## config.mk

```make
export PLATFORM = sky130hd
export DESIGN_NAME = multicycle_controller_flat
export DESIGN_NICKNAME = d
export VERILOG_FILES = /design/src/rtl/multicycle_controller_pkg.sv /design/src/rtl/multicycle_controller_if.sv /design/src/rtl/multicycle_controller_ctrl_decode.sv /design/src/rtl/multicycle_controller.sv /design/src/flat_wrapper.sv
export SDC_FILE = /design/constraint.sdc
export NUM_CORES = 1
export LEC_CHECK = 0
export BUFFER_PORTS_ARGS = -buffer_cell sky130_fd_sc_hd__buf_2
export CAP_MARGIN = 10
export CORE_MARGIN = 1.5
export CORE_UTILIZATION = 40
export CTS_BUF_LIST = sky130_fd_sc_hd__clkbuf_2
export CTS_CLUSTER_DIAMETER = 60
export CTS_CLUSTER_SIZE = 8
export DETAILED_ROUTE_END_ITERATION = 6
export GPL_ROUTABILITY_DRIVEN = 1
export GPL_TIMING_DRIVEN = 1
export PLACE_DENSITY = 0.63
export SLEW_MARGIN = 10
export SYNTH_ARGS = -nofsm -noshare
export SYNTH_HDL_FRONTEND = slang
export SYNTH_SLANG_ARGS = --single-unit
```

## constraint.sdc

```tcl
create_clock -name clk -period 3.8 [get_ports clk]
set_clock_uncertainty 0.1 [all_clocks]
set_input_delay 0.76 -clock clk [delete_from_list [all_inputs] [get_ports clk]]
set_output_delay 0.76 -clock clk [all_outputs]
set_load 0.01 [all_outputs]
```

## src/rtl/multicycle_controller_pkg.sv

```systemverilog
// ============================================================================
// Module      : multicycle_controller_pkg
// Description : Shared constants and types for the multicycle RV32I control
//               path: opcodes, ALU class codes, operand selects, trap causes,
//               FSM state encoding and the decoder result record.
// Revision    : 1.0 - initial release
// ============================================================================
`default_nettype none

package multicycle_controller_pkg;

  localparam int XLEN    = 32;
  localparam int ALUOP_W = 3;
  localparam int SRC_W   = 2;

  // RV32I major opcodes (inst[6:0])
  localparam logic [6:0] c_OP_RTYPE = 7'b0110011;
  localparam logic [6:0] c_OP_ITYPE = 7'b0010011;
  localparam logic [6:0] c_OP_LOAD  = 7'b0000011;
  localparam logic [6:0] c_OP_STORE = 7'b0100011;
  localparam logic [6:0] c_OP_BTYPE = 7'b1100011;
  localparam logic [6:0] c_OP_JAL   = 7'b1101111;
  localparam logic [6:0] c_OP_JALR  = 7'b1100111;
  localparam logic [6:0] c_OP_LUI   = 7'b0110111;
  localparam logic [6:0] c_OP_AUIPC = 7'b0010111;

  // ALU operation classes
  localparam logic [ALUOP_W-1:0] c_ALU_R      = 3'd0;
  localparam logic [ALUOP_W-1:0] c_ALU_I      = 3'd1;
  localparam logic [ALUOP_W-1:0] c_ALU_LS     = 3'd2;
  localparam logic [ALUOP_W-1:0] c_ALU_BRANCH = 3'd3;
  localparam logic [ALUOP_W-1:0] c_ALU_J      = 3'd4;
  localparam logic [ALUOP_W-1:0] c_ALU_U      = 3'd5;

  // Operand 2 selects
  localparam logic [SRC_W-1:0] c_SRC2_REG  = 2'd0;
  localparam logic [SRC_W-1:0] c_SRC2_IMM  = 2'd1;
  localparam logic [SRC_W-1:0] c_SRC2_FOUR = 2'd2;

  // Operand 1 selects
  localparam logic [SRC_W-1:0] c_SRC1_REG  = 2'd0;
  localparam logic [SRC_W-1:0] c_SRC1_PC   = 2'd1;
  localparam logic [SRC_W-1:0] c_SRC1_ZERO = 2'd2;

  // Trap causes
  localparam logic [1:0] c_CAUSE_NONE     = 2'd0;
  localparam logic [1:0] c_CAUSE_ILLEGAL  = 2'd1;
  localparam logic [1:0] c_CAUSE_FETCH_TO = 2'd2;
  localparam logic [1:0] c_CAUSE_DATA_TO  = 2'd3;

  typedef enum logic [2:0] {
    ST_FETCH  = 3'd0,
    ST_DECODE = 3'd1,
    ST_EXEC   = 3'd2,
    ST_MEM    = 3'd3,
    ST_WB     = 3'd4,
    ST_TRAP   = 3'd5
  } state_t;

  typedef struct packed {
    logic [ALUOP_W-1:0] alu_op;
    logic [SRC_W-1:0]   alu_src;
    logic [SRC_W-1:0]   alu_src1;
    logic               pc_src;
    logic               legal;
  } dec_t;

endpackage

`default_nettype wire

```

## src/rtl/multicycle_controller_if.sv

```systemverilog
// ============================================================================
// Module      : multicycle_controller_if
// Description : Control bus between the multicycle controller and the
//               datapath / memory port.
//   inst, stall, mem_ready           : datapath/memory -> controller
//   mem_req, mem_read, mem_write     : memory request and qualifiers
//   ir_write, pc_write, pc_src,
//   branch, reg_write, mem_to_reg    : datapath strobes and selects
//   alu_op, alu_src, alu_src1        : ALU class and operand selects
//   trap, trap_cause                 : sticky fault status
//   modport master : the controller; modport slave : datapath/memory side
// Revision    : 1.0 - initial release
// ============================================================================
`default_nettype none

interface multicycle_controller_if;
  import multicycle_controller_pkg::*;

  logic [XLEN-1:0]    inst;
  logic               stall;
  logic               mem_ready;
  logic               mem_req;
  logic               mem_read;
  logic               mem_write;
  logic               ir_write;
  logic               pc_write;
  logic               pc_src;
  logic               branch;
  logic [ALUOP_W-1:0] alu_op;
  logic [SRC_W-1:0]   alu_src;
  logic [SRC_W-1:0]   alu_src1;
  logic               mem_to_reg;
  logic               reg_write;
  logic               trap;
  logic [1:0]         trap_cause;

  modport master (
    input  inst, stall, mem_ready,
    output mem_req, mem_read, mem_write, ir_write, pc_write, pc_src, branch,
           alu_op, alu_src, alu_src1, mem_to_reg, reg_write, trap, trap_cause
  );

  modport slave (
    output inst, stall, mem_ready,
    input  mem_req, mem_read, mem_write, ir_write, pc_write, pc_src, branch,
           alu_op, alu_src, alu_src1, mem_to_reg, reg_write, trap, trap_cause
  );

endinterface

`default_nettype wire

```

## src/rtl/multicycle_controller_ctrl_decode.sv

```systemverilog
// ============================================================================
// Module      : ctrl_decode
// Description : Combinational opcode decoder; same table as the single-cycle
//               decoder.
//   i_opcode : latched inst[6:0]
//   o_dec    : {alu_op, alu_src, alu_src1, pc_src, legal}
// Revision    : 1.0 - initial release
// ============================================================================
`default_nettype none

module ctrl_decode
  import multicycle_controller_pkg::*;
(
  input  logic [6:0] i_opcode,
  output dec_t       o_dec
);

  always_comb begin
    o_dec = '0;
    case (i_opcode)
      c_OP_RTYPE: o_dec = '{c_ALU_R,      c_SRC2_REG,  c_SRC1_REG,  1'b0, 1'b1};
      c_OP_ITYPE: o_dec = '{c_ALU_I,      c_SRC2_IMM,  c_SRC1_REG,  1'b0, 1'b1};
      c_OP_LOAD,
      c_OP_STORE: o_dec = '{c_ALU_LS,     c_SRC2_IMM,  c_SRC1_REG,  1'b0, 1'b1};
      c_OP_BTYPE: o_dec = '{c_ALU_BRANCH, c_SRC2_REG,  c_SRC1_REG,  1'b0, 1'b1};
      // Jumps compute the link value PC+4; the target comes via pc_src.
      c_OP_JAL:   o_dec = '{c_ALU_J,      c_SRC2_FOUR, c_SRC1_PC,   1'b0, 1'b1};
      c_OP_JALR:  o_dec = '{c_ALU_J,      c_SRC2_FOUR, c_SRC1_PC,   1'b1, 1'b1};
      c_OP_LUI:   o_dec = '{c_ALU_U,      c_SRC2_IMM,  c_SRC1_ZERO, 1'b0, 1'b1};
      c_OP_AUIPC: o_dec = '{c_ALU_U,      c_SRC2_IMM,  c_SRC1_PC,   1'b0, 1'b1};
      default:    o_dec = '0;
    endcase
  end

endmodule

`default_nettype wire

```

## src/rtl/multicycle_controller.sv

```systemverilog
// ============================================================================
// Module      : multicycle_controller
// Description : Multicycle RV32I control FSM (FETCH/DECODE/EXEC/MEM/WB/TRAP)
//               with memory wait timeout and illegal-opcode trap.
//   clk  : clock, rising edge
//   rst  : synchronous active-high reset
//   bus  : control bus (master modport), see multicycle_controller_if
//   MAX_WAIT : cycles a request may wait for mem_ready before trapping
// Revision    : 1.0 - initial release
// ============================================================================
`default_nettype none

module multicycle_controller
  import multicycle_controller_pkg::*;
#(
  parameter int MAX_WAIT = 15
) (
  input logic                     clk,
  input logic                     rst,
  multicycle_controller_if.master bus
);

  localparam int                  c_WAIT_W     = $clog2(MAX_WAIT + 1);
  localparam logic [c_WAIT_W-1:0] c_WAIT_LIMIT = c_WAIT_W'(MAX_WAIT);

  state_t              r_state, w_state_nxt;
  logic [6:0]          r_opcode;
  logic [c_WAIT_W-1:0] r_wait;
  dec_t                w_dec;

  logic               r_mem_req,  w_mem_req_nxt;
  logic               r_mem_read, w_mem_read_nxt;
  logic               r_mem_write, w_mem_write_nxt;
  logic               r_pc_write, w_pc_write_nxt;
  logic               r_branch,   w_branch_nxt;
  logic               r_reg_write, w_reg_write_nxt;
  logic               r_mem_to_reg, w_mem_to_reg_nxt;
  logic               r_trap,     w_trap_nxt;
  logic [1:0]         r_trap_cause, w_cause_nxt;
  logic [ALUOP_W-1:0] r_alu_op,   w_alu_op_nxt;
  logic [SRC_W-1:0]   r_alu_src,  w_alu_src_nxt;
  logic [SRC_W-1:0]   r_alu_src1, w_alu_src1_nxt;
  logic               r_pc_src,   w_pc_src_nxt;

  logic w_done, w_timeout, w_is_load, w_is_store, w_is_branch, w_alu_live;
  logic w_unused;

  // Only the opcode field is consumed here; the rest goes to the IR.
  assign w_unused = ^bus.inst[XLEN-1:7];

  ctrl_decode u_decode (
    .i_opcode (r_opcode),
    .o_dec    (w_dec)
  );

  // A ready is only meaningful while our own request is outstanding.
  assign w_done      = r_mem_req & bus.mem_ready;
  assign w_timeout   = r_mem_req & ~bus.mem_ready & (r_wait == c_WAIT_LIMIT);
  assign w_is_load   = (r_opcode == c_OP_LOAD);
  assign w_is_store  = (r_opcode == c_OP_STORE);
  assign w_is_branch = (r_opcode == c_OP_BTYPE);

  // Next-state logic
  always_comb begin
    w_state_nxt = r_state;
    w_cause_nxt = r_trap_cause;
    case (r_state)
      ST_FETCH: begin
        if (w_done) begin
          w_state_nxt = ST_DECODE;
        end else if (w_timeout) begin
          w_state_nxt = ST_TRAP;
          w_cause_nxt = c_CAUSE_FETCH_TO;
        end
      end
      ST_DECODE: begin
        if (w_dec.legal) begin
          w_state_nxt = ST_EXEC;
        end else begin
          w_state_nxt = ST_TRAP;
          w_cause_nxt = c_CAUSE_ILLEGAL;
        end
      end
      ST_EXEC: begin
        if (w_is_branch)                  w_state_nxt = ST_FETCH;
        else if (w_is_load || w_is_store) w_state_nxt = ST_MEM;
        else                              w_state_nxt = ST_WB;
      end
      ST_MEM: begin
        if (w_done) begin
          w_state_nxt = w_is_load ? ST_WB : ST_FETCH;
        end else if (w_timeout) begin
          w_state_nxt = ST_TRAP;
          w_cause_nxt = c_CAUSE_DATA_TO;
        end
      end
      ST_WB:   w_state_nxt = ST_FETCH;
      ST_TRAP: w_state_nxt = ST_TRAP;
      default: w_state_nxt = ST_FETCH;
    endcase
  end

  // Output look-ahead: every level output is computed for the state being
  // entered and registered, so outputs never depend combinationally on inst.
  always_comb begin
    w_mem_req_nxt    = 1'b0;
    w_mem_read_nxt   = 1'b0;
    w_mem_write_nxt  = 1'b0;
    w_pc_write_nxt   = 1'b0;
    w_branch_nxt     = 1'b0;
    w_reg_write_nxt  = 1'b0;
    w_mem_to_reg_nxt = 1'b0;
    w_trap_nxt       = 1'b0;
    w_alu_live       = 1'b0;
    case (w_state_nxt)
      ST_FETCH: begin
        // An outstanding fetch is held until ready; a new one only starts
        // when the datapath is not stalling.
        w_mem_req_nxt  = (r_state == ST_FETCH && r_mem_req) ? 1'b1 : ~bus.stall;
        w_mem_read_nxt = w_mem_req_nxt;
      end
      ST_EXEC: begin
        w_alu_live     = 1'b1;
        w_branch_nxt   = w_is_branch;
        w_pc_write_nxt = w_is_branch;
      end
      ST_MEM: begin
        w_alu_live      = 1'b1;
        w_mem_req_nxt   = 1'b1;
        w_mem_read_nxt  = w_is_load;
        w_mem_write_nxt = w_is_store;
      end
      ST_WB: begin
        w_alu_live       = 1'b1;
        w_reg_write_nxt  = 1'b1;
        w_pc_write_nxt   = 1'b1;
        w_mem_to_reg_nxt = w_is_load;
      end
      ST_TRAP: w_trap_nxt = 1'b1;
      default: w_trap_nxt = 1'b0;
    endcase
    w_alu_op_nxt   = w_alu_live ? w_dec.alu_op   : '0;
    w_alu_src_nxt  = w_alu_live ? w_dec.alu_src  : '0;
    w_alu_src1_nxt = w_alu_live ? w_dec.alu_src1 : '0;
    w_pc_src_nxt   = w_alu_live & w_dec.pc_src;
  end

  always_ff @(posedge clk) begin
    if (rst) begin
      r_state      <= ST_FETCH;
      r_opcode     <= '0;
      r_wait       <= '0;
      r_mem_req    <= 1'b0;
      r_mem_read   <= 1'b0;
      r_mem_write  <= 1'b0;
      r_pc_write   <= 1'b0;
      r_branch     <= 1'b0;
      r_reg_write  <= 1'b0;
      r_mem_to_reg <= 1'b0;
      r_trap       <= 1'b0;
      r_trap_cause <= c_CAUSE_NONE;
      r_alu_op     <= '0;
      r_alu_src    <= '0;
      r_alu_src1   <= '0;
      r_pc_src     <= 1'b0;
    end else begin
      r_state      <= w_state_nxt;
      r_mem_req    <= w_mem_req_nxt;
      r_mem_read   <= w_mem_read_nxt;
      r_mem_write  <= w_mem_write_nxt;
      r_pc_write   <= w_pc_write_nxt;
      r_branch     <= w_branch_nxt;
      r_reg_write  <= w_reg_write_nxt;
      r_mem_to_reg <= w_mem_to_reg_nxt;
      r_trap       <= w_trap_nxt;
      r_trap_cause <= w_cause_nxt;
      r_alu_op     <= w_alu_op_nxt;
      r_alu_src    <= w_alu_src_nxt;
      r_alu_src1   <= w_alu_src1_nxt;
      r_pc_src     <= w_pc_src_nxt;
      if (r_state == ST_FETCH && w_done) r_opcode <= bus.inst[6:0];
      if (w_done)         r_wait <= '0;
      else if (r_mem_req) r_wait <= r_wait + 1'b1;
    end
  end

  // Handshake-completion strobes must coincide with the ready cycle so the
  // datapath captures inst / commits the store on that edge; they are gated
  // by rst so a reset arriving together with ready commits nothing.
  assign bus.ir_write   = ~rst & w_done & (r_state == ST_FETCH);
  assign bus.pc_write   = r_pc_write | (~rst & w_done & (r_state == ST_MEM) & w_is_store);
  assign bus.mem_req    = r_mem_req;
  assign bus.mem_read   = r_mem_read;
  assign bus.mem_write  = r_mem_write;
  assign bus.branch     = r_branch;
  assign bus.reg_write  = r_reg_write;
  assign bus.mem_to_reg = r_mem_to_reg;
  assign bus.trap       = r_trap;
  assign bus.trap_cause = r_trap_cause;
  assign bus.alu_op     = r_alu_op;
  assign bus.alu_src    = r_alu_src;
  assign bus.alu_src1   = r_alu_src1;
  assign bus.pc_src     = r_pc_src;

endmodule

`default_nettype wire

```

## src/flat_wrapper.sv

```systemverilog
// flat-port wrapper written by rule: the top's interface ports become plain ports
module multicycle_controller_flat import multicycle_controller_pkg::*;
#(
  parameter int MAX_WAIT = 15
)
  (clk, rst, bus_inst, bus_stall, bus_mem_ready, bus_mem_req, bus_mem_read, bus_mem_write, bus_ir_write, bus_pc_write, bus_pc_src, bus_branch, bus_alu_op, bus_alu_src, bus_alu_src1, bus_mem_to_reg, bus_reg_write, bus_trap, bus_trap_cause);
  multicycle_controller_if bus_i ();
  input logic clk;
  input logic rst;
  input wire logic [$bits(bus_i.inst)-1:0] bus_inst;
  input wire logic [$bits(bus_i.stall)-1:0] bus_stall;
  input wire logic [$bits(bus_i.mem_ready)-1:0] bus_mem_ready;
  output wire logic [$bits(bus_i.mem_req)-1:0] bus_mem_req;
  output wire logic [$bits(bus_i.mem_read)-1:0] bus_mem_read;
  output wire logic [$bits(bus_i.mem_write)-1:0] bus_mem_write;
  output wire logic [$bits(bus_i.ir_write)-1:0] bus_ir_write;
  output wire logic [$bits(bus_i.pc_write)-1:0] bus_pc_write;
  output wire logic [$bits(bus_i.pc_src)-1:0] bus_pc_src;
  output wire logic [$bits(bus_i.branch)-1:0] bus_branch;
  output wire logic [$bits(bus_i.alu_op)-1:0] bus_alu_op;
  output wire logic [$bits(bus_i.alu_src)-1:0] bus_alu_src;
  output wire logic [$bits(bus_i.alu_src1)-1:0] bus_alu_src1;
  output wire logic [$bits(bus_i.mem_to_reg)-1:0] bus_mem_to_reg;
  output wire logic [$bits(bus_i.reg_write)-1:0] bus_reg_write;
  output wire logic [$bits(bus_i.trap)-1:0] bus_trap;
  output wire logic [$bits(bus_i.trap_cause)-1:0] bus_trap_cause;
  assign bus_i.inst = bus_inst;
  assign bus_i.stall = bus_stall;
  assign bus_i.mem_ready = bus_mem_ready;
  assign bus_mem_req = bus_i.mem_req;
  assign bus_mem_read = bus_i.mem_read;
  assign bus_mem_write = bus_i.mem_write;
  assign bus_ir_write = bus_i.ir_write;
  assign bus_pc_write = bus_i.pc_write;
  assign bus_pc_src = bus_i.pc_src;
  assign bus_branch = bus_i.branch;
  assign bus_alu_op = bus_i.alu_op;
  assign bus_alu_src = bus_i.alu_src;
  assign bus_alu_src1 = bus_i.alu_src1;
  assign bus_mem_to_reg = bus_i.mem_to_reg;
  assign bus_reg_write = bus_i.reg_write;
  assign bus_trap = bus_i.trap;
  assign bus_trap_cause = bus_i.trap_cause;
  multicycle_controller #(.MAX_WAIT(MAX_WAIT)) u_core (.clk(clk), .rst(rst), .bus(bus_i));
endmodule
```

* Word level (Yosys, flattened, before mapping)
Cells that the tools add are included.
** Cells by class
- Reductions and logical operators :: 14
- $add $sub $neg :: 1
- Equality and inequality tests :: 23
- Muxes and demuxes :: 22
- Bitwise operators :: 16
** Operators by type and width (count)
- 9-bit case mux with 8 select lines :: 1
- 7-bit by 6-bit == test with 1-bit output (second input constant) :: 3
- 7-bit == test (second input constant) :: 3
- 3-bit two-way mux :: 7
- 3-bit case mux with 5 select lines :: 1
- 7-bit by 5-bit == test with 1-bit output (second input constant) :: 2
- 3-bit by 2-bit == test with 1-bit output (second input constant) :: 4
- 2-bit OR reduction :: 6
- 2-bit two-way mux :: 5
- 3-bit == test (second input constant) :: 3
- 1-bit bitwise AND :: 8
- 7-bit by 2-bit == test with 1-bit output (second input constant) :: 1
- 1-bit inverter :: 7
- 3-bit zero test :: 2
- 2-bit inequality test (second input constant) :: 3
- 1-bit case mux with 2 select lines :: 3
- 2-bit case mux with 3 select lines :: 1
- 6-bit AND reduction :: 1
- 4-bit by 1-bit adder with 4-bit output (second input constant) :: 1
- 4-bit == test (second input constant) :: 1
- 1-bit two-way mux :: 4
- 2-bit by 1-bit inequality test with 1-bit output (second input constant) :: 2
- 3-bit by 1-bit == test with 1-bit output (second input constant) :: 1
- 3-bit nonzero test :: 1
- other kinds (4) :: 5
** Storage, ports and cells
- Bits of input ports :: 36
- Register bits after elaboration :: 32
- Output and inout bits :: 19

* Logic depth before layout (Yosys ltp)
Gate-level depths: netlist (run 1).
- Word-level depth :: 11
- Mapped depth :: 7

* By module
A second synthesis (run 1) with hierarchy kept.
** Unflattened totals
- Cell total of the unflattened synthesis :: 171
- Area total of the unflattened synthesis :: 1530.2 um2
** By module, submodules not included
- multicycle_controller :: times used 1, cells an instance 148, area each 1367.6 um2, sequential area each 640.6 um2
- ctrl_decode :: times used 1, cells an instance 23, area each 162.7 um2, sequential area each 0.0 um2

* Worst setup path before layout (run 1)
OpenSTA, ideal clock, no wires.
- Kind :: input -> output
- Start :: in bus_mem_ready
- End :: out bus_ir_write
- Stages :: 4
- Data required time :: 2.940 ns
- Path buffers :: 2
- Arrival time :: 1.624 ns
- Path slack :: 1.316 ns
- Cell sequence :: clkbuf_1 -> nand2_1 -> clkbuf_1 -> nor3_1
** On the way
- Longest elaborated chain between the ends :: 3
** Ends and longest elaborated chain
- start, declared :: line flat_wrapper.sv:12 : input wire logic [$bits(bus_i.mem_ready)-1:0] bus_mem_ready;
- 1-bit bitwise AND :: line multicycle_controller.sv:57 : assign w_done = r_mem_req & bus.mem_ready;
- 1-bit bitwise AND (2 in a row) :: line multicycle_controller.sv:190 : assign bus.ir_write = ~rst & w_done & (r_state == ST_FETCH);
- end, declared :: line flat_wrapper.sv:16 : output wire logic [$bits(bus_i.ir_write)-1:0] bus_ir_write;
Every way passes these cells.

* Worst setup path in the final report (run 1)
- Start :: reg u_core.r_mem_req, in the netlist u_core.bus.mem_req
- End :: out bus_ir_write
** On the way
- Longest elaborated chain between the ends :: 3
** Ends and longest elaborated chain
- start, declared :: line multicycle_controller.sv:31 : logic r_mem_req, w_mem_req_nxt;
- start signal, assigned :: line multicycle_controller.sv:168 : r_mem_req <= w_mem_req_nxt;
- 1-bit bitwise AND :: line multicycle_controller.sv:57
- 1-bit bitwise AND (2 in a row) :: line multicycle_controller.sv:190
Every way passes these cells.

==> results.cfg, run 1 <==
[status]
status = finished, final reports clean

[worst_setup_path]
cp_slowest_cell = dfxtp_1
reg2regPathDepth = 5
crit_fanout = 14
path_depth = 3
reg2reg_slack_ps = 1680
critical_path.top_delay_family = simple AND/OR/NAND/NOR gates
crit_type = register to output port
cp_cell_sequence = nand2_1, nor3_1, buf_2
r2r_end = u_core.bus.alu_src[1]
crit_path_end_kind = output port
startpoint = u_core.bus.mem_req
r2r-start = u_core.bus.mem_req
start_kind = register
max_stage_delay_ps = 620
worst-path-buf-inv = 1
critical_path_arrival_ps = 1800
crit_required_ps = 2940
crit_path_end = bus_ir_write

[final_layout]
layout_common_cells = dfxtp_1 (32), buf_2 (29), a21oi_1 (20)
antennaDiodeCount = 0
largest_register_ffs = 7
largest-register = u_core.r_opcode
syn_to_final_growth_pct = 12.0
fin_cells = 248
top_regs = u_core.r_opcode (7), u_core.r_wait (4)
final_layout_size_suffix_gt1_share_pct = 26.0
layout_commonest_cell = dfxtp_1
num-nets-final = 236

[clock_tree]
htreeDepth = 2
cts_hold_buf = 0
clkTransAtPathRegs_ps = 160
cts-root-buf = clkbuf_2
clkSinkCount = 32
cts_tree = done
postCtsResizedCells = 0
clk-insertion-delay-late_ps = 360
postCtsSetupBuffers = 0
numCtsBuffers = 5
clock_path_buffers = 2

[sta]
hold_ws_ps = 379
drv_slew = 0
fin_setup_tns_ps = 0
tightestPinTransition_ps = 438
fin_crit_ps = 2660
setup_viol = 0
fin_crit_sh_pct = 70.1
fmax_ghz = 0.375
hold_viol = 0
rsz0062_at_grt = false
slew_headroom_pct = 70.8

[yosys]
syn-num-nets = 211
synthCells = 174
yosysUniqueCellTypes = 55
async_reset_ff_share_pct = 0
yosysSeqAreaShare_pct = 41.1
synth_seq_cells = 32
synth_flop_cell = dfxtp_1
syn-cell-area_um2 = 1560
synth-edff-count = 0
ys_warn_count = 0
syn_avg_cell_area_um2 = 8.96

[floorplanning]
die-width_um = 65.4
num_io_pins = 55
die_area_um2 = 4280
core_area_um2 = 3690
num_rows = 22
floorplan.initialDensity_pct = 42.3
die_y_um = 65.4

[placement]
dp.cells = 240
dp_hpwl_um = 2400
routabilityCongestion = 0.844
numPortBuffers = 29

[drt]
drcViolationCount = 0
ant_nets = 0
first_pass_iters = 4
wire_per_inst_um = 13.4
drt-initial-drc-count = 53
vias_per_cell = 5.42
drt_wl_total_um = 3330
vias = 1343

[power_and_ir_drop]
sw_frac_of_total_pct = 27.4
pwr-share-comb_pct = 10.8
switching_power_uw = 158
leakagePower_uw = 0.000677
clockPowerShare_pct = 26.9
p_per_area_nw_per_um2 = 331
internal_power_uw = 420
seq_power_share_pct = 62.3
ir_drop_v = 0.000167

[hold_path]
holdCritPathClass = register to register

[grt]
grt_pass1_vias = 1192
grt_max_degree = 23
antenna_found_initial = 0
grt_pass1_wl_um = 5510
track_usage_pct = 16.9
gr-total-overflow = 0

[run]
maxCapViolCount = 0
## synth_stat cells, drive strengths merged, types with 3 or more instances
cell	n	share of area (%)
a211oi	3	2.1
a21oi	20	6.4
buf	5	2.2
clkbuf	6	1.4
dfxtp	32	41
inv	6	1.4
nand2	14	3.5
nand2b	5	2.0
nand3	5	2.4
nand4	6	2.8
nor2	12	3.5
nor2b	3	1.2
nor3	4	1.3
o21ai	15	5.1
## layer usage
layer,routed length (um),vias up,track usage (%)
li1,-,680,-
met1,1560,621,21.7
met4,40,0,7.03
met2,1550,38,26.4
met3,185,4,4.79
met5,0,-,0
## power by group through the flow
stage	registers, uW	logic, uW	clock network (uW)
floorplan	360	51.6	0
global placement	366	61.1	0
detailed placement	367	62.5	0
CTS	360	62.8	164
global route	363	69.8	183
finish	360	62.2	156
## worst min-delay path, stage by stage, from the launching register on
cell and delay [ps]:
dfxtp_1 340, o31ai_1 60, a21oi_1 60
## layout make-up
| class | count | area [um2] |
|---|---|---|
| timing repair buffer | 29 | 145 |
| multi-input combinational | 125 | 840 |
| clock buffer | 7 | 35.0 |
| tap | 48 | 60.1 |
| inverter | 6 | 22.5 |
| fill | 389 | 1940 |
| sequential | 32 | 641 |
| clock inverter | 1 | 3.75 |
## how the worst min path moves through the flow
| stage | startpoint | end | cells past startpoint |
|---|---|---|---|
| 6_report | u_core.bus.trap_cause[1] | u_core.bus.trap_cause[1] | 2 |
| 5_1_grt | u_core.r_wait[1] | u_core.r_wait[1] | 2 |
| 4_1_cts | u_core.bus.trap_cause[1] | u_core.bus.trap_cause[1] | 2 |
| 3_5_place_dp | u_core.bus.trap_cause[1] | u_core.bus.trap_cause[1] | 2 |
| 3_3_place_gp | u_core.bus.trap_cause[1] | u_core.bus.trap_cause[1] | 2 |
| 2_1_floorplan | u_core.r_opcode[3] | u_core.bus.pc_src | 1 |
## kinds of logic after synthesis
logic type / Yosys count / share of synthesized area (%)
simple gates: 65 / 25.8
compound gates: 57 / 25.9
flops: 32 / 41.1
buf+inv: 17 / 5.06
xor+xnor: 1 / 0.562
mux: 1 / 0.722
fa+ha+maj: 1 / 0.802
## metrics by stage
stage	setup slack (ps)	total power [uW]	util, %	area, um2
2_1_floorplan	1320	412	-	1560
3_5_place_dp	1300	430	46.3	1710
4_1_cts	1090	587	47.4	1750
6_report	1140	578	47.4	1750
3_3_place_gp	1310	427	46.3	1710
5_1_grt	888	616	47.4	1750
No activity file was read; power rests on OpenSTA's default activity.
==> run 2: changes to the inputs <==
Settings changed: ABC_AREA set to 1, PLACE_DENSITY 0.63 to 0.67.
Clock period 3.8 ns to 2.4 ns, I/O delays scaled along.
==> results.cfg, run 2 <==
[sta]
fmax_ghz = 0.491
hold_viol = 0
rsz0062_at_grt = false
drv_slew = 0
tightestPinTransition_ps = 345
fin_setup_tns_ps = 0
hold_ws_ps = 275
fin_crit_ps = 2040
fin_crit_sh_pct = 84.8
slew_headroom_pct = 77.0
setup_viol = 0

[worst_setup_path]
critical_path_arrival_ps = 1460
critical_path.top_delay_family = flip-flops
cp_cell_sequence = inv_2, nand2_1, nor2_2, nand3_1, o21bai_1, buf_2
worst-path-buf-inv = 2
crit_fanout = 5
start_kind = register
r2r-start = u_core.r_wait[0]
crit_path_end_kind = output port
crit_required_ps = 1820
max_stage_delay_ps = 380
r2r_end = u_core.bus.alu_src1[1]
reg2reg_slack_ps = 600
cp_slowest_cell = dfxtp_1
crit_type = register to output port
reg2regPathDepth = 11

[final_layout]
register_area_um2 = 641
final_layout_size_suffix_gt1_share_pct = 28.9
stdcell_area_um2 = 1670
largest-register = u_core.r_opcode
layout_commonest_cell = nand2_1
multi_input_area_um2 = 683
layout_common_cells = nand2_1 (35), dfxtp_1 (32), buf_2 (29)
largest_register_ffs = 7
antennaDiodeCount = 0
fillers = 357
top_regs = u_core.r_opcode (7), u_core.r_wait (4)
syn_to_final_growth_pct = 16.6
num-nets-final = 261

[yosys]
ys_warn_count = 0
synth-edff-count = 0
synthTopCellsByArea = dfxtp_1 (45%), nand2_1 (9.1%), nor2_1 (6.0%)
yosysMostFrequentCell = nand2_1
yosysUniqueCellTypes = 29
syn_avg_cell_area_um2 = 7.60
synthCells = 189
async_reset_ff_share_pct = 0
yosysTopAreaCell = dfxtp_1
synth_commonest_cells = nand2_1 (35), dfxtp_1 (32), nor2_1 (23)
syn-num-nets = 226
syn-cell-area_um2 = 1440
synth_top_area_share_pct = 44.6
synth_seq_cells = 32
yosysSeqAreaShare_pct = 44.6
synth_flop_cell = dfxtp_1

[drt]
drt_wl_total_um = 2720
first_pass_iters = 4
ant_nets = 0
vias = 1255
vias_per_cell = 4.63
wire_per_inst_um = 10.0
drt-initial-drc-count = 31
drcViolationCount = 0

[grt]
antenna_found_initial = 0
grt_pass1_vias = 1135
grt_max_degree = 13
track_usage_pct = 14.9
gr-total-overflow = 0
grt_pass1_wl_um = 4640

[hold_path]
hp-start = bus_inst[1]
hold_path_depth = 3
holdCritPathClass = primary input to register
min_to = u_core.r_opcode[1]

[clock_tree]
cts_hold_buf = 0
postCtsSetupBuffers = 0
cts-root-buf = clkbuf_2
clock_path_buffers = 2
postCtsResizedCells = 0
htreeDepth = 2
clkSinkCount = 32
clk-insertion-delay-late_ps = 350
numCtsBuffers = 5
clkTransAtPathRegs_ps = 150
cts_tree = done

[run]
maxCapViolCount = 0

[floorplanning]
die_y_um = 62.9
floorplan.initialDensity_pct = 42.4
die-width_um = 62.9
num_rows = 21
num_io_pins = 55
die_area_um2 = 3960
core_area_um2 = 3390

[placement]
numPortBuffers = 29
dp_hpwl_um = 2130
place_area_um2 = 1640
routabilityCongestion = 0.879

[power_and_ir_drop]
ir_drop_v = 0.000321
leakagePower_uw = 0.000796
total_power_uw = 1390
p_per_area_nw_per_um2 = 833

[status]
status = finished, final reports clean
run 2: cell type report:
cell class | count | share of cell area, %
multi-input combinational | 129 | 40.8
tap | 46 | 3.44
clock buffer | 7 | 2.09
sequential | 32 | 38.3
timing repair buffer | 30 | 9.12
clock inverter | 1 | 0.224
inverter | 26 | 6.05
run 2: worst reg2reg max path, delay by kind of cell (launching register included):
kind,cells,cell delay (ps)
buffers and inverters,1,60
and+or+nand+nor,9,990
DFF,1,400
adders and majority gates,1,210
run 2: worst max path at each step:
| stage | endpoint | from | depth (start not counted) | slack, ps |
|---|---|---|---|---|
| global route | bus_ir_write | u_core.bus.mem_req | 5 | 200 |
| floorplan | bus_ir_write | u_core.bus.mem_req | 5 | 700 |
| CTS | bus_pc_write | u_core.r_opcode[3] | 6 | 310 |
| global placement | bus_pc_write | rst | 5 | 500 |
| detailed placement | bus_pc_write | rst | 5 | 490 |
| finish | bus_pc_write | u_core.r_opcode[3] | 6 | 360 |
run 2: cell families (layout without fill, tap and decap cells):
kind of cell / Yosys count / count (layout) / share of synthesized area, %
buffers and inverters: 28 / 64 / 7.84
AO/OA/AOI/OAI: 28 / 28 / 10.6
flip-flops: 32 / 32 / 44.6
adder cells (fa/ha/maj): 1 / 1 / 0.871
AND/OR/NAND/NOR: 100 / 100 / 36.1
run 2: per-layer routing:
layer / global-route usage (%) / share of wire, % / vias up
met5: 0 / 0 / -
met1: 17.6 / 48 / 553
met3: 5.05 / 4.7 / 6
li1: - / - / 669
met4: 6.94 / 1.8 / 0
met2: 24.3 / 46 / 27
run 2: report_power, final:
part	total [uW]	switching, uW	leakage [uW]	internal (uW)
registers	686	74.5	0.000259	611
logic	456	296	0.000506	160
clock network	252	174	0.0000306	78.1
total	1390	545	0.000796	849
run 2: through the flow:
stage,util [%],setup slack (ps),cells
2_1_floorplan,-,698,189
4_1_cts,49.4,311,271
3_3_place_gp,48.2,498,263
6_report,49.4,364,271
5_1_grt,49.4,203,271
3_5_place_dp,48.2,493,263
==> run 3: changes to the inputs <==
Settings changed: PLACE_DENSITY 0.67 to 0.64.
Clock period 2.4 ns to 2 ns, I/O delays scaled along.
==> results.cfg, run 3 (same netlist as run 2, synthesis figures left out) <==
[placement]
routabilityCongestion = 0.858
dp_hpwl_um = 2110
dp.cells = 265
pre_cts_ws_ps = 233
numPortBuffers = 29

[worst_setup_path]
crit_fanout = 5
critical_path_arrival_ps = 1410
crit_path_end_kind = output port
r2r_end = u_core.bus.alu_src1[1]
reg2regPathDepth = 10
reg2reg_slack_ps = 190
r2r-start = u_core.r_opcode[6]
crit_type = register to output port
start_kind = register
crit_required_ps = 1500

[sta]
fin_crit_sh_pct = 95.5
setup_viol = 0
timing.final.ws_setup_ps = 89.9
hold_viol = 0
fmax_ghz = 0.524
fin_crit_ps = 1910
fin_setup_tns_ps = 0
slew_headroom_pct = 80.1
drv_slew = 0
tightestPinTransition_ps = 296

[floorplanning]
die_area_um2 = 3960
die-width_um = 62.9
core_area_um2 = 3390
die_y_um = 62.9
floorplan.initialDensity_pct = 42.4
num_io_pins = 55
num_rows = 21

[drt]
vias_per_cell = 4.56
drt-initial-drc-count = 54
wire_per_inst_um = 10.2
wl_met2_um = 1220
met1_length_um = 1400
vias = 1263
ant_nets = 0
dr_wl_met3_um = 121
first_pass_iters = 4
top_layer = met4
drt_wl_total_um = 2820
drcViolationCount = 0

[final_layout]
final_layout_size_suffix_gt1_share_pct = 37.2
largest_register_ffs = 7
top_regs = u_core.r_opcode (7), u_core.r_wait (4)
layout_common_cells = nand2_1 (33), buf_2 (29), dfxtp_1 (24)
final_util_pct = 52.9
layout_commonest_cell = nand2_1
num-nets-final = 267
fin_cells = 277
antennaDiodeCount = 0
syn_to_final_growth_pct = 24.8
largest-register = u_core.r_opcode

[hold_path]
hold_path_depth = 3
hp-start = bus_inst[1]
holdCritPathClass = primary input to register
min_to = u_core.r_opcode[1]

[clock_tree]
clkTransAtPathRegs_ps = 140
numCtsBuffers = 5
cts_tree = done
clock_path_buffers = 2
cts_hold_buf = 0
cts-root-buf = clkbuf_2
clk-insertion-delay-late_ps = 390
htreeDepth = 2
clkSinkCount = 32

[grt]
track_usage_pct = 15.4
gr-total-overflow = 0
antenna_found_initial = 0
grt_pass1_wl_um = 4800
grt_pass1_vias = 1145
grt_max_degree = 13

[power_and_ir_drop]
p_per_area_nw_per_um2 = 1060
ir_drop_v = 0.000428
leakagePower_uw = 0.000836
total_power_uw = 1900

[run]
maxCapViolCount = 0

[status]
status = finished, final reports clean
run 3: cell types whose count changed in the layout (fill, tap and decap cells not counted), sizes merged:
cell,before,now
buf,30,36
clkbuf,7,5
bufinv,0,1
clkinv,2,3
run 3: repair_timing:
item | CTS | global route
gates resized for setup | 1 | 21
hold endpoints to repair | 0 | 0
setup buffers | 0 | 4
setup endpoints to repair | 1 | 2
pin swaps | 0 | 4
run 3: critical path, cell delays in order, from the launching register on:
cell	delay, ps
dfxtp_4	390
inv_4	60
nand2_4	50
nor2_4	150
nand3_2	100
o21bai_1	140
buf_2	140
run 3: cell type report:
class / count / area [um2]
clock buffer: 5 / 25.0
clock inverter: 3 / 37.5
fill: 339 / 1600
inverter: 26 / 104
multi-input combinational: 129 / 716
sequential: 32 / 656
tap: 46 / 57.6
timing repair buffer: 36 / 198
run 3: stage by stage:
| stage | hold slack (ps) | cell area [um2] |
|---|---|---|
| after CTS | 170 | 1720 |
| after floorplan | 322 | 1440 |
| after detailed placement | 344 | 1650 |
| after global placement | 334 | 1650 |
| after global routing | 172 | 1790 |
| final | 176 | 1790 |
run 3: power by group:
group	switching [uW]	total [uW]	internal, uW
clock	223	427	204
combinational	389	636	247
sequential	88.0	834	746
total	699	1900	1200
run 3: worst max-delay path by stage:
stage	startpoint	to	slack, ps	cells after the start
2_1_floorplan	u_core.r_wait[0]	u_core.r_pc_write	360	9
3_3_place_gp	bus_mem_ready	u_core.r_pc_write	250	10
3_5_place_dp	u_core.r_opcode[1]	u_core.r_pc_write	230	8
4_1_cts	u_core.r_opcode[3]	bus_pc_write	20	6
5_1_grt	u_core.r_opcode[4]	bus_pc_write	-4	6
6_report	u_core.r_opcode[3]	bus_pc_write	90	6
run 3: routing by layer:
layer  track usage, %  vias up
met3             3.42        9
met2             24.3       27
li1                 -      690
met4             8.89        0
met5                0        -
met1             19.2      537
